<file path="src/rtl/layer1_pkg.sv">
// Shared types and defaults for the Layer-1 column drain.
// Lane count, word width, drain FSM states and lane index type.
package layer1_pkg;

  localparam int LANES_DEF = 10;
  localparam int DW_DEF    = 16;

  typedef enum logic [2:0] {
    IDLE,
    CLEAR,
    ACCUM,
    SETTLE,
    DRAIN
  } drain_state_t;

  typedef logic [$clog2(LANES_DEF)-1:0] lane_t;

endpackage

</file>
<file path="src/rtl/layer1_lane_mux.sv">
// Selects one lane word out of the captured column register.
// Macro LAYER1_DRAIN_RELU_EN clamps negative words to zero.
module layer1_lane_mux
  import layer1_pkg::*;
#(
  parameter int LANES = LANES_DEF,
  parameter int DW    = DW_DEF
) (
  input  logic [LANES*DW-1:0]      hold,
  input  logic [$clog2(LANES)-1:0] lane,
  output logic [DW-1:0]            word
);

  logic [DW-1:0] raw;

  // pick the addressed lane out of the flat holding register
  always_comb begin
    raw = hold[int'(lane)*DW +: DW];
  end

  // optional ReLU on the selected word, purely combinational
  always_comb begin
`ifdef LAYER1_DRAIN_RELU_EN
    word = raw[DW-1] ? '0 : raw;
`else
    word = raw;
`endif
  end

endmodule

</file>
<file path="src/rtl/layer1_column_drain.sv">
// Layer-1 MAC column controller: clear, count taps, settle, drain.
// Build option LAYER1_DRAIN_RELU_EN enables ReLU on out_data.
module layer1_column_drain
  import layer1_pkg::*;
#(
  parameter int LANES   = LANES_DEF,
  parameter int DW      = DW_DEF,
  parameter int TAPS    = 25,
  parameter int MAC_LAT = 1
) (
  input  logic                     clk,
  input  logic                     reset,
  input  logic                     start,
  input  logic                     tap_valid,
  input  logic [LANES*DW-1:0]      column,
  output logic                     acc_clear,
  output logic                     busy,
  output logic                     out_valid,
  input  logic                     out_ready,
  output logic [DW-1:0]            out_data,
  output logic [$clog2(LANES)-1:0] out_lane,
  output logic                     out_last,
  output logic                     done
);

  localparam int LW = $clog2(LANES);
  localparam int TW = $clog2(TAPS + 1);
  localparam int SW = $clog2(MAC_LAT + 1);

  localparam logic [TW-1:0] TAP_LAST  = TW'(TAPS - 1);
  localparam logic [SW-1:0] SET_LAST  = SW'(MAC_LAT - 1);
  localparam logic [LW-1:0] LANE_LAST = LW'(LANES - 1);

  drain_state_t state, nxt;

  logic [TW-1:0]       tap_cnt, tap_nxt;
  logic [SW-1:0]       settle_cnt, settle_nxt;
  logic [LW-1:0]       lane, lane_nxt;
  logic [LANES*DW-1:0] hold;
  logic                capture;
  logic                done_nxt;

  // state register
  always_ff @(posedge clk or negedge reset) begin
    if (!reset) state <= IDLE;
    else        state <= nxt;
  end

  // next state, counter updates and capture strobe
  always_comb begin
    nxt        = state;
    tap_nxt    = tap_cnt;
    settle_nxt = settle_cnt;
    lane_nxt   = lane;
    capture    = 1'b0;
    done_nxt   = 1'b0;
    unique case (state)
      IDLE: begin
        tap_nxt    = '0;
        settle_nxt = '0;
        lane_nxt   = '0;
        if (start) nxt = CLEAR;
      end
      CLEAR: begin
        tap_nxt    = tap_valid ? TW'(1) : '0;
        settle_nxt = '0;
        if (tap_valid && (TAPS == 1)) nxt = SETTLE;
        else                          nxt = ACCUM;
      end
      ACCUM: begin
        if (tap_valid) begin
          tap_nxt = tap_cnt + TW'(1);
          if (tap_cnt == TAP_LAST) begin
            nxt        = SETTLE;
            settle_nxt = '0;
          end
        end
      end
      SETTLE: begin
        if (settle_cnt == SET_LAST) begin
          capture  = 1'b1;
          nxt      = DRAIN;
          lane_nxt = '0;
        end else begin
          settle_nxt = settle_cnt + SW'(1);
        end
      end
      DRAIN: begin
        if (out_ready) begin
          if (lane == LANE_LAST) begin
            nxt      = IDLE;
            done_nxt = 1'b1;
            lane_nxt = '0;
          end else begin
            lane_nxt = lane + LW'(1);
          end
        end
      end
      default: nxt = IDLE;
    endcase
  end

  // tap, settle and lane counters
  always_ff @(posedge clk or negedge reset) begin
    if (!reset) begin
      tap_cnt    <= '0;
      settle_cnt <= '0;
      lane       <= '0;
    end else begin
      tap_cnt    <= tap_nxt;
      settle_cnt <= settle_nxt;
      lane       <= lane_nxt;
    end
  end

  // column snapshot taken once the array output has settled
  always_ff @(posedge clk or negedge reset) begin
    if (!reset)       hold <= '0;
    else if (capture) hold <= column;
  end

  // registered control outputs derived from the upcoming state
  always_ff @(posedge clk or negedge reset) begin
    if (!reset) begin
      acc_clear <= 1'b0;
      busy      <= 1'b0;
      out_valid <= 1'b0;
      out_last  <= 1'b0;
      done      <= 1'b0;
    end else begin
      acc_clear <= (nxt == CLEAR);
      busy      <= (nxt != IDLE);
      out_valid <= (nxt == DRAIN);
      out_last  <= (nxt == DRAIN) && (lane_nxt == LANE_LAST);
      done      <= done_nxt;
    end
  end

  assign out_lane = lane;

  layer1_lane_mux #(
    .LANES(LANES),
    .DW   (DW)
  ) u_mux (
    .hold(hold),
    .lane(lane),
    .word(out_data)
  );

endmodule

</file>
<file path="config.mk">
export PLATFORM = sky130hd
export DESIGN_NAME = layer1_column_drain
export DESIGN_NICKNAME = d
export VERILOG_FILES = /design/src/rtl/layer1_pkg.sv /design/src/rtl/layer1_lane_mux.sv /design/src/rtl/layer1_column_drain.sv
export SDC_FILE = /design/constraint.sdc
export NUM_CORES = 1
export LEC_CHECK = 0
export ABC_AREA = 1
export CORE_ASPECT_RATIO = 2
export CORE_MARGIN = 1
export CORE_UTILIZATION = 24
export DETAILED_ROUTE_END_ITERATION = 8
export PLACE_DENSITY = 0.54
export SETUP_SLACK_MARGIN = 0.1
export SLEW_MARGIN = 20
export SYNTH_ARGS = -nofsm -noshare
export SYNTH_HDL_FRONTEND = slang
export SYNTH_SLANG_ARGS = --single-unit
</file>
<file path="constraint.sdc">
create_clock -name clk -period 3.5 [get_ports clk]
set_input_delay 0.35 -clock clk [delete_from_list [all_inputs] [get_ports clk]]
set_output_delay 0.35 -clock clk [all_outputs]
set_load 0.1 [all_outputs]
</file>
==> impl_metrics.py <==
metrics = {
    "pwr": {
        "swShare_pct": 46.1,
        "power.density_cell_area_mw_per_mm2": 999,
        "power_frac_clock_pct": 18.9,
        "p_comb_share_pct": 48.7,
        "switchingPower_w": 0.00525,
        "power_leakage_nw": 5.55,
        "internal_power_w": 0.00615,
        "max-vdd-ir-drop_uv": 1250,
        "power.sequential.fraction_pct": 32.4,
    },
    "synth": {
        "largest_family_of_logic_cells_by_synthesized_area": "simple AND/OR/NAND/NOR gates",
        "syn_area_mm2": 0.00844,
        "adder_cell_fraction_of_synth_area_pct": 0.593,
        "yosys_register_bits": 177,
        "synthSimpleGateAreaFrac_pct": 33.9,
        "ys_warn_count": 0,
        "syn_nets": 1274,
        "post_synth.cell_area_avg_um2": 7.64,
        "synth.mux.area_fraction_pct": 0,
        "post_synth_xor_area_fraction_pct": 0.311,
        "synth_compound_gate_area_share_pct": 6.94,
        "synth.yosys.seq_area_share_pct": 52.5,
        "syn_inst": 1105,
        "netlist-cell-type-count": 28,
    },
    "floorplanning": {
        "num_io_pins": 190,
        "area_of_the_die_mm2": 0.0360,
        "die_width_um": 135,
        "rows": 96,
        "core_area_mm2": 0.0345,
        "initial_utilization_pct": 24.5,
        "die_y_um": 267,
    },
    "clock_tree": {
        "cts-htree-levels": 4,
        "hold_buffer_count_at_cts": 0,
        "cts-buffers-inserted": 17,
        "cts_tree": "done",
        "clk_pin_slew_ps": 70,
        "cts-resized-gates": 0,
        "clk_latency_ps": 450,
        "cts.sink_count": 177,
        "cts_root_buffer": "sky130_fd_sc_hd__clkbuf_16",
        "post_cts_buffers": 0,
        "maximum_clock_path_buffer_count": 2,
    },
    "placement": {
        "dpl.hpwl_um": 22600,
        "globalplace.congestion": 0.813,
        "placedInstanceArea_mm2": 0.0108,
        "place.port_buffers": 189,
    },
    "flow_run": {
        "max-cap-violations": 0,
    },
    "final_layout": {
        "layout.filler_cells": 3646,
        "final_design_area_no_fill_mm2": 0.0114,
        "syn2layout_area_growth_pct": 35.1,
        "drive_gt1_share_pct": 6.21,
        "nets": 1429,
        "layout.cells.most_common": "sky130_fd_sc_hd__nand2_1",
        "most_used_cells_in_the_layout_excluding_fill_and_tap_cells": "sky130_fd_sc_hd__nand2_1 (584), sky130_fd_sc_hd__dfrtp_1 (175), sky130_fd_sc_hd__clkdlybuf4s50_1 (169)",
    },
    "critical_path": {
        "required_ps": 3150,
        "critPathArrivalTime_ps": 2580,
        "crit_path_start": "out_lane[1]",
        "regToRegStartpoint": "out_lane[1]",
        "worst_setup_path_start_kind": "register",
        "worst_setup_path_end_kind": "primary output",
        "cp_max_fanout": 39,
        "worst-setup-path-type": "register to primary output",
    },
    "global_route": {
        "grt_start_max_net_pins": 107,
        "grtUsageMet2_pct": 31.2,
        "globalRoute.totalOverflow": 0,
        "grt_pass1_vias": 7838,
        "grt_pass1_wl_um": 46600,
        "globalRouteTotalUtil_pct": 17.6,
        "grt-busiest-layer": "met2",
        "global_routing_met3_resource_utilization_pct": 3.24,
        "number_of_antenna_violations_at_the_first_check_in_global_routing": 1,
        "grt.met1_usage_pct": 19.3,
    },
    "sta": {
        "max_slew.worst_pin.slew_ps": 1090,
        "unrepaired_setup_endpoints_after_global_routing": "false",
        "final-hold-violation-count": 0,
        "slew_headroom_pct": 27.4,
        "fin_hold_ws_ps": 1.83,
        "max_freq_mhz": 342,
        "maxSlewViolCount": 0,
        "min_period_ps": 2930,
        "endpoints_failing_setup": 0,
        "ratio_of_final_minimum_period_to_clock_period_pct": 83.7,
        "finClkSkew_ps": 6.71,
        "setup_tns_ps": 0,
    },
    "route": {
        "post_drt_wl_per_cell_um": 17.7,
        "initial_drc_count": 496,
        "dr_total_vias": 7569,
        "postRouteWirelength_um": 30400,
        "routed_antenna_nets": 0,
        "post-route-drc-count": 0,
        "drtPass1Iterations": 8,
        "drt-vias-per-instance": 4.41,
    },
    "hold_path": {
        "hold_class": "input pin to async pin",
    },
    "status": {
        "outcome": "completed",
    },
}
-- layout make-up --
type                    count  area (um^2)  share of cell area, %
well taps                 441          552                   4.84
diodes                      1         2.50                 0.0219
flip-flops and latches    177         4430                   38.8
inverters                  20         80.1                  0.702
clock buffers              17          425                   3.73
repair buffers            201         2160                   19.0
multi-input cells         843         3530                   30.9
clock inverters            15          226                   1.98
-- state kept, by name (all words and copies together) (netlist names) --
name and flops:
state 3, acc_clear 1, hold 160, out_lane 4, tap_cnt 5, out_valid 1, done 1, out_last 1
busy 1
-- power groups by stage --
stage / registers (W) / logic, W / clock network (W)
global route: 0.00381 / 0.00607 / 0.00228
finish: 0.00370 / 0.00555 / 0.00215
detailed placement: 0.00371 / 0.00557 / 0
floorplan: 0.00358 / 0.00370 / 0
CTS: 0.00370 / 0.00561 / 0.00220
global placement: 0.00374 / 0.00554 / 0
-- cell families (layout without fill, tap and decap cells) --
kind of cell             Yosys count  after routing
XOR/XNOR                           3              3
other                              0              1
AND/OR/NAND/NOR                  735            735
buffers and inverters             85            253
flip-flops                       177            177
adder cells (fa/ha/maj)            4              4
AO/OA/AOI/OAI                    101            101
-- Yosys cell counts, drive strengths merged --
cell type | count | area share (%)
and2 | 1 | 0.074
o211ai | 32 | 2.8
o21ai | 67 | 4.0
xor2 | 3 | 0.31
clkbuf | 18 | 0.83
nand3 | 26 | 1.6
nor2 | 110 | 5.0
buf | 47 | 4.1
nand4 | 3 | 0.22
nand2 | 591 | 27
ha | 4 | 0.59
nor3 | 3 | 0.24
inv | 19 | 0.87
nand3b | 1 | 0.089
dfrtp | 177 | 52
clkinv | 1 | 0.044
a21oi | 2 | 0.12
-- metrics by stage --
stage               cells  util, %  total power [W]  setup WS [ps]
global route         1715     33.1           0.0122            441
detailed placement   1682     31.2          0.00928           1030
finish               1715     33.1           0.0114            572
CTS                  1714     33.1           0.0115            542
global placement     1682     31.2          0.00928           1050
floorplan            1105        -          0.00728            685
-- worst max-delay path, stage by stage (launching register included) --
cell and delay (ps):
sky130_fd_sc_hd__dfrtp_2 700, sky130_fd_sc_hd__buf_4 460, sky130_fd_sc_hd__o21ai_0 180, sky130_fd_sc_hd__o211ai_1 240, sky130_fd_sc_hd__nand3_1 170, sky130_fd_sc_hd__nand2_1 170
sky130_fd_sc_hd__buf_12 190
-- metal layers --
layer  vias to the layer above  routed length (um)
met5                         -                   0
met4                         0                1540
met3                        52                1270
met2                       201               16100
met1                      3567               11500
li1                       3749                   -
-- worst paths after layout --
check                          endpoint  slack (ps)  cells after the start
max reg2reg                    out_last        1310                     10
min in group clk              hold[128]         430                      3
min reg2reg                   hold[107]         480                      2
min                           hold[101]           2                      1
max                        out_data[15]         570                      6
max in group asynchronous      hold[15]        2690                      2
Note: power is estimated with default switching activity, not from simulation.
